<file path="src/rtl/vga_frame_scheduler.sv">
// vga_frame_scheduler: per-frame animation sequencer driven by the vsync strobe.
// A scene fades in, holds for scene_len frames, then fades out and advances to the
// next scene. Pause/step/next controls gate which vsync ticks advance the animation.
// Build option: define VGA_FRAME_SCHED_BOUNCE_EN to make frame a triangle wave
// instead of a sawtooth.
module vga_frame_scheduler (
   input  logic        clk,
   input  logic        rst_n,
   input  logic        vsync_in,
   input  logic        ctrl_pause,
   input  logic        ctrl_step,
   input  logic        ctrl_next,
   input  logic [7:0]  scene_len,
   output logic [11:0] frame_count,
   output logic [7:0]  frame,
   output logic [1:0]  scene,
   output logic [1:0]  fade,
   output logic        upd
);

   typedef enum logic [1:0] {StFadeIn, StHold, StFadeOut} state_e;

   state_e      state_q, state_d;
   logic [1:0]  sub_q, sub_d;
   logic [7:0]  hold_cnt_q, hold_cnt_d;
   logic        vsync_q;
   logic        step_q, next_q;
   logic        step_pend_q, step_pend_d;
   logic        next_pend_q, next_pend_d;
   logic [11:0] frame_count_q, frame_count_d;
   logic [7:0]  frame_q, frame_d;
   logic [1:0]  scene_q, scene_d;
   logic [1:0]  fade_q, fade_d;
   logic        upd_q, upd_d;

   logic        tick, adv, step_rise, next_rise;
   logic [7:0]  len_eff;

   // Edge detection, request latching and scene sequencing for the next edge.
   always_comb begin
      tick      = vsync_in & ~vsync_q;
      step_rise = ctrl_step & ~step_q;
      next_rise = ctrl_next & ~next_q;
      // A pending step lets exactly one tick through while paused.
      adv       = tick & (~ctrl_pause | step_pend_q);
      len_eff   = (scene_len == 8'd0) ? 8'd1 : scene_len;

      // A new edge wins over the clear so a request arriving with a tick is kept.
      step_pend_d = step_rise | (step_pend_q & ~adv);
      next_pend_d = next_rise | (next_pend_q & ~adv);

      state_d       = state_q;
      sub_d         = sub_q;
      hold_cnt_d    = hold_cnt_q;
      frame_count_d = frame_count_q;
      scene_d       = scene_q;
      fade_d        = fade_q;
      upd_d         = adv;

      if (adv) begin
         frame_count_d = frame_count_q + 12'd1;
         sub_d         = sub_q + 2'd1;
         unique case (state_q)
            StFadeIn: begin
               if (next_pend_q) begin
                  state_d = StFadeOut;
                  sub_d   = 2'd0;
               end else if (sub_q == 2'd3) begin
                  if (fade_q == 2'd3) begin
                     state_d    = StHold;
                     hold_cnt_d = len_eff;
                  end else begin
                     fade_d = fade_q + 2'd1;
                  end
               end
            end
            StHold: begin
               if (next_pend_q) begin
                  state_d = StFadeOut;
                  sub_d   = 2'd0;
               end else if (hold_cnt_q <= 8'd1) begin
                  hold_cnt_d = 8'd0;
                  state_d    = StFadeOut;
                  sub_d      = 2'd0;
               end else begin
                  hold_cnt_d = hold_cnt_q - 8'd1;
               end
            end
            StFadeOut: begin
               // A pending next is simply consumed here; the fade is already under way.
               if (sub_q == 2'd3) begin
                  if (fade_q == 2'd0) begin
                     scene_d = scene_q + 2'd1;
                     state_d = StFadeIn;
                     sub_d   = 2'd0;
                  end else begin
                     fade_d = fade_q - 2'd1;
                  end
               end
            end
            default: begin
               state_d = StFadeIn;
               sub_d   = 2'd0;
            end
         endcase
      end

`ifdef VGA_FRAME_SCHED_BOUNCE_EN
      frame_d = frame_count_d[8] ? ~frame_count_d[7:0] : frame_count_d[7:0];
`else
      frame_d = frame_count_d[7:0];
`endif
   end

   // Single state register; synchronous active-low reset.
   always_ff @(posedge clk) begin
      if (!rst_n) begin
         state_q       <= StFadeIn;
         sub_q         <= 2'd0;
         hold_cnt_q    <= 8'd0;
         // Held high so a vsync already asserted at release is not seen as an edge.
         vsync_q       <= 1'b1;
         step_q        <= 1'b0;
         next_q        <= 1'b0;
         step_pend_q   <= 1'b0;
         next_pend_q   <= 1'b0;
         frame_count_q <= 12'd0;
         frame_q       <= 8'd0;
         scene_q       <= 2'd0;
         fade_q        <= 2'd0;
         upd_q         <= 1'b0;
      end else begin
         state_q       <= state_d;
         sub_q         <= sub_d;
         hold_cnt_q    <= hold_cnt_d;
         vsync_q       <= vsync_in;
         step_q        <= ctrl_step;
         next_q        <= ctrl_next;
         step_pend_q   <= step_pend_d;
         next_pend_q   <= next_pend_d;
         frame_count_q <= frame_count_d;
         frame_q       <= frame_d;
         scene_q       <= scene_d;
         fade_q        <= fade_d;
         upd_q         <= upd_d;
      end
   end

   // Outputs come straight from registers.
   always_comb begin
      frame_count = frame_count_q;
      frame       = frame_q;
      scene       = scene_q;
      fade        = fade_q;
      upd         = upd_q;
   end

endmodule

</file>
<file path="config.mk">
export PLATFORM = sky130hd
export DESIGN_NAME = vga_frame_scheduler
export DESIGN_NICKNAME = d
export VERILOG_FILES = /design/src/rtl/vga_frame_scheduler.sv
export SDC_FILE = /design/constraint.sdc
export NUM_CORES = 1
export LEC_CHECK = 0
export ABC_AREA = 1
export BUFFER_PORTS_ARGS = -buffer_cell sky130_fd_sc_hd__buf_4
export CAP_MARGIN = 25
export CORE_ASPECT_RATIO = 0.5
export CORE_MARGIN = 4
export CORE_UTILIZATION = 35
export DETAILED_ROUTE_END_ITERATION = 10
export PLACE_DENSITY = 0.59
export SLEW_MARGIN = 20
export SYNTH_ARGS = -nofsm -noshare
export SYNTH_HDL_FRONTEND = slang
export SYNTH_SLANG_ARGS = --single-unit
</file>
<file path="constraint.sdc">
create_clock -name clk -period 1.7 [get_ports clk]
set_input_delay 0.085 -clock clk [delete_from_list [all_inputs] [get_ports clk]]
set_output_delay 0.085 -clock clk [all_outputs]
set_load 0.02 [all_outputs]
</file>
==> out/qor.txt, run 1 <==
EDFF count, synth: 0
critical path type: register to register
initial antenna violation count: 0
Clock Latency Late Sink: 0.28 ns
Placer Congestion: 0.9021
post-synth top area cell: dfxtp_1
GR Layer Usage met1: 16.88%
Hold Path Cell Cnt: 3
Vias/cell: 4.694
CP cell instances: ha_1 > inv_1 > nor2_1 > o21ai_1 > nor2_4 > o21ai_0 > nor2_1 > nor2_1
vias in the first global route: 1787
Pleak: 0.001128 µW
crit path max-delay cell type: dfxtp_1
most common cell after layout, fill and taps aside: nand2_1
Hold EP: step_q
Util after Layout: 45.06%
hold wc startpoint: ctrl_step
Main synth FF type: dfxtp_1
TritonCTS clock tree: done
Max stage delay on crit path: 0.35 ns
design area: 0.002496 mm²
Ys Warns: 0
final WL: 4706 µm
worst slew pin tran: 0.4682 ns
critical path launch point: sub_q[0]
R2R Setup Slk: 0.22 ns
Post-Syn Area per Cell: 6.430 µm²
Worst R2R End: hold_cnt_q[0]
sequential cell area: 680.7 µm²
CP Data Arrival Time: 1.65 ns
Area contributors post-synth: dfxtp_1 33%, nand2_1 16%, nor2_1 8.1%, inv_1 7.6%, nand3_1 5.7%
drt first pass iters: 4
I/O Buffers: 38
# setup viols final: 0
Clock Path Buffers: 2
hold_buf cts: 0
Async SR Flop Fraction: 0%
post-layout minimum cycle time: 1.481 ns
Multi-input gate area: 0.001090 mm²
CTS sink count: 34
Post-CTS Resized: 0
share of cells above drive strength 1: 21.02%
vias: 1995
met3 Track Usage GR: 4.062%
delay-heaviest family, CP: simple AND/OR/NAND/NOR gates
Slew Viols, Final: 0
period utilization: 87.09%
GRT busiest layer: met2
Starting Density: 36.68%
num ports: 39
CP bufs+invs: 1
setup TNS: 0 ns
height of the chip: 61.88 µm
most used cell, CP: nor2_1
worst flop-to-flop path startpoint: sub_q[0]
max cap viols: 0
synthesized net count: 334
worst min path class: input pin to register
CP Max Fanout: 6
post-CTS setup repair buffer count: 0
Rows: 19
pwr/cell area: 756.2 mW/mm²
Global Route Usage Sum: 14.08%
first-pass GRT wire length: 7872 µm
Die ar.: 0.007162 mm²
met2 global-route usage: 24.67%
Reg clk slew, reported paths: 0.06 ns
DR DRC count: 0
Yosys top cell area share: 33.50%
DIE WIDTH: 115.8 µm
ANT nets after route: 0
sequential fraction of the synthesis area: 33.50%
Antenna diodes: 0
CP startpoint kind: register
DR WL/cell: 11.07 µm
Crit path required time: 1.87 ns
clk root buf: clkbuf_16
R2R cell count: 8
H-Tree Depth: 2
commonest cells after routing, fill and taps aside: 85 x nand2_1, 44 x nor2_1, 41 x inv_1, 41 x buf_4, 34 x dfxtp_1
Nets: 369
gr ovfl total: 0
P&R area growth vs syn: 22.84%
cells after synthesis: 316
relative slew slack: 68.78%
core box area: 0.005539 mm²
Num CTS Buffers: 5
Post-Syn Area: 0.002032 mm²
fillcell total: 591
largest net degree at the start of global routing: 20
status: complete, no violations
Synth cell types: 27
RSZ-0062 raised after global routing: no
Peak supply drop: 0.3241 mV
initial DRC count: 85
Crit. End Element: register
Yosys reg bits: 34
skew final: 0.003664 ns
Fmax: 0.6754 GHz
Final Hold Viols: 0
Placement Cell Area: 0.002345 mm²
dpl hpwl: 3606 µm
[worst min-delay path, cell delays in order]
cell and delay [ns]:
buf_4 0.07, nand2_1 0.05, inv_1 0.05
[power by group]
| group | internal (µW) | switching (µW) |
|---|---|---|
| clock network | 579 | 343 |
| logic | 57.3 | 85.8 |
| registers | 811 | 10.9 |
| total | 1450 | 440 |
[cells in the mapped netlist, types with 2 or more instances]
library cell,number
nor3_2,2
xnor2_1,2
o32ai_1,2
nand4_1,9
a21oi_1,19
o21ai_0,11
inv_2,4
inv_1,41
nand2_2,5
nor2_4,3
a21oi_2,4
ha_1,4
xor2_1,2
dfxtp_1,34
nand3_1,23
buf_2,3
nor2_2,3
nor2_1,44
buf_4,9
nand2_1,85
[state kept, by name, indices dropped and copies added (netlist names), 2 cells and up]
signal and cells:
fade 2, frame_count 12, hold_cnt_q 8, scene 2
state_q 2, sub_q 2
[cell families after synthesis]
group	count (synthesis)	synth area share [%]
AO/OA/AOI/OAI	38	10.65
flip-flops	34	33.50
buffers and inverters	59	12.87
AND/OR/NAND/NOR	177	38.79
adder cells (fa/ha/maj)	4	2.463
XOR/XNOR	4	1.724
[layer usage]
metal | wire length, µm | vias to the layer above
li1 | - | 1056
met1 | 2240 | 888
met2 | 2148 | 41
met3 | 245 | 10
met4 | 72 | 0
met5 | 0 | -
[area by class of cell]
type                            instances  area share [%]
Clock inverter                          2          0.5013
Multi-Input combinational cell        223           43.66
Tap cell                               73           3.659
Timing Repair Buffer                   41           12.33
Clock buffer                            6           5.564
Sequential cell                        34           27.27
Inverter                               46           7.018
[worst max path at each step]
| stage | slack (ns) | to | cells after the start |
|---|---|---|---|
| floorplan | 0.32 | frame_count[6] | 6 |
| global placement | 0.28 | hold_cnt_q[2] | 7 |
| detailed placement | 0.23 | hold_cnt_q[1] | 7 |
| CTS | 0.22 | hold_cnt_q[1] | 7 |
| global route | 0.06 | hold_cnt_q[3] | 7 |
| finish | 0.22 | hold_cnt_q[0] | 8 |
[stage by stage]
stage / hold WS [ns] / power [µW] / cells / worst slack, ns
global route: 0.01965 / 1969 / 425 / 0.05982
detailed placement: 0.2947 / 983.8 / 417 / 0.2284
floorplan: 0.1917 / 930.0 / 316 / 0.3246
global placement: 0.2870 / 981.7 / 417 / 0.2805
finish: 0.002041 / 1888 / 425 / 0.2195
CTS: 0.0007914 / 1922 / 425 / 0.2217
(Power assumes the default switching activity.)
==> inputs of run 2 (changes only) <==
- CORE_MARGIN: 4 -> 1
==> out/qor.txt, run 2 (same netlist as run 1, synthesis figures left out) <==
drt first pass iters: 4 (unchanged)
clk root buf: clkbuf_16 (unchanged)
Starting Density: 36.68% (unchanged)
gr ovfl total: 0 (unchanged)
status: complete, no violations (unchanged)
Crit path required time: 1.92 ns (was 1.87 ns)
Num CTS Buffers: 5 (unchanged)
vias in the first global route: 1817 (was 1787)
CTS sink count: 34 (unchanged)
post-layout minimum cycle time: 1.482 ns (was 1.481 ns)
RSZ-0062 raised after global routing: no (unchanged)
Critical path destination: hold_cnt_q[1] (was hold_cnt_q[0])
Die ar.: 0.006133 mm² (was 0.007162 mm²)
most common cell after layout, fill and taps aside: nand2_1 (unchanged)
Clock Latency Late Sink: 0.28 ns (about the same)
height of the chip: 55.88 µm (was 61.88 µm)
Hold Path Cell Cnt: 3 (unchanged)
Post-CTS Resized: 0 (unchanged)
CP cell instances: inv_1 > ha_1 > nor2_1 > nor2_1 > nand2_2 > nand2_1 > inv_2 > nand2_1 > nand3_1 > nand2_1 > inv_1 (was ha_1 > inv_1 > nor2_1 > o21ai_1 > nor2_4 > o21ai_0 > nor2_1 > nor2_1)
CP Max Fanout: 5 (was 6)
worst slew pin tran: 0.4596 ns (was 0.4682 ns)
CP bufs+invs: 3 (was 1)
vias: 2002 (was 1995)
Reg clk slew, reported paths: 0.05 ns (was 0.06 ns)
Max stage delay on crit path: 0.38 ns (was 0.35 ns)
R2R Setup Slk: 0.22 ns (about the same)
P&R area growth vs syn: 23.40% (was 22.84%)
max cap viols: 0 (unchanged)
DIE WIDTH: 109.8 µm (was 115.8 µm)
Worst R2R End: hold_cnt_q[1] (was hold_cnt_q[0])
Antenna diodes: 0 (unchanged)
initial antenna violation count: 0 (unchanged)
Power, Total: 1980 µW (was 1888 µW)
DR WL/cell: 10.71 µm (was 11.07 µm)
skew final: 0.005073 ns (was 0.003664 ns)
Vias/cell: 4.711 (was 4.694)
Crit. End Element: register (unchanged)
first-pass GRT wire length: 7769 µm (was 7872 µm)
commonest cells after routing, fill and taps aside: 85 x nand2_1, 44 x nor2_1, 41 x inv_1, 41 x buf_4, 34 x dfxtp_1 (unchanged)
Rows: 19 (unchanged)
H-Tree Depth: 2 (unchanged)
Final Hold Viols: 0 (unchanged)
worst flop-to-flop path startpoint: hold_cnt_q[0] (was sub_q[0])
pwr/cell area: 789.9 mW/mm² (was 756.2 mW/mm²)
Global Route Usage Sum: 16.32% (was 14.08%)
Peak supply drop: 0.4405 mV (was 0.3241 mV)
core box area: 0.005539 mm² (unchanged)
critical path launch point: hold_cnt_q[0] (was sub_q[0])
largest net degree at the start of global routing: 20 (unchanged)
TritonCTS clock tree: done (unchanged)
final WL: 4550 µm (was 4706 µm)
post-CTS setup repair buffer count: 0 (unchanged)
setup TNS: 0 ns (unchanged)
num ports: 39 (unchanged)
R2R cell count: 11 (was 8)
CP Data Arrival Time: 1.70 ns (was 1.65 ns)
DR DRC count: 0 (unchanged)
worst min path class: input pin to register (unchanged)
Placer Congestion: 0.8525 (was 0.9021)
relative slew slack: 69.36% (was 68.78%)
hold_buf cts: 0 (unchanged)
crit path max-delay cell type: dfxtp_1 (unchanged)
dpl hpwl: 3443 µm (was 3606 µm)
ANT nets after route: 0 (unchanged)
I/O Buffers: 38 (unchanged)
Slew Viols, Final: 0 (unchanged)
CP startpoint kind: register (unchanged)
delay-heaviest family, CP: simple AND/OR/NAND/NOR gates (unchanged)
Nets: 369 (unchanged)
share of cells above drive strength 1: 20.45% (was 21.02%)
critical path type: register to register (unchanged)
max FFs per register: 12 (unchanged)
Fmax: 0.6748 GHz (was 0.6754 GHz)
most used cell, CP: nand2_1 (was nor2_1)
fillcell total: 558 (was 591)
Levels on crit path: 11 (was 8)
Clock Path Buffers: 2 (unchanged)
period utilization: 87.17% (was 87.09%)
initial DRC count: 77 (was 85)
# setup viols final: 0 (unchanged)
Pleak: 0.001133 µW (was 0.001128 µW)
-- run 2: cell count changes in the layout (fill, tap and decap cells not counted) --
cell        delta
clkinvlp_4     -1
bufinv_16      +1
clkinv_2       -1
clkbuf_1       +2
clkbuf_8       -1
-- run 2: layout make-up --
class,count,area (µm²),area share (%)
multi-input combinational,223,1090,43.46
sequential,34,680.7,27.15
timing repair buffer,41,307.8,12.28
inverter,46,175.2,6.986
clock buffer,7,132.6,5.289
tap,73,91.34,3.643
clock inverter,1,30.03,1.198
-- run 2: worst min-delay path by stage --
stage | startpoint | slack (ns) | to
after floorplan | vsync_in | 0.19 | vsync_q
after global placement | vsync_in | 0.29 | vsync_q
after CTS | ctrl_step | 0.02 | step_q
after global routing | ctrl_step | 0.03 | step_q
final | ctrl_step | 0.02 | step_q
after detailed placement | ctrl_step | 0.30 | step_q
-- run 2: metrics by stage --
stage / setup WS, ns / util [%] / instance area, µm² / instances / hold slack, ns
3_3_place_gp: 0.2850 / 42.33 / 2345 / 417 / 0.2865
6_report: 0.2181 / 45.27 / 2507 / 425 / 0.01735
4_1_cts: 0.2302 / 45.27 / 2507 / 425 / 0.01709
3_5_place_dp: 0.2413 / 42.33 / 2345 / 417 / 0.3000
2_1_floorplan: 0.3246 / - / 2032 / 316 / 0.1917
5_1_grt: 0.08566 / 45.27 / 2507 / 425 / 0.02822
-- run 2: layer usage --
layer  part of all wire, %  global-route usage, %
met1                    49                  20.22
met2                    45                  27.31
met3                   5.5                  5.386
met4                  0.97                  4.000
met5                     0                      0
-- run 2: report_power, final --
group	internal, µW	switching (µW)	leakage [µW]
combinational	57.2	86.0	0.000780
clock	692	323	0.0000781
sequential	811	10.9	0.000276
total	1560	420	0.00113
-- run 2: worst min-delay path, cell delays in order --
cell and delay, ns:
buf_4 0.07, nand2_1 0.05, inv_1 0.05
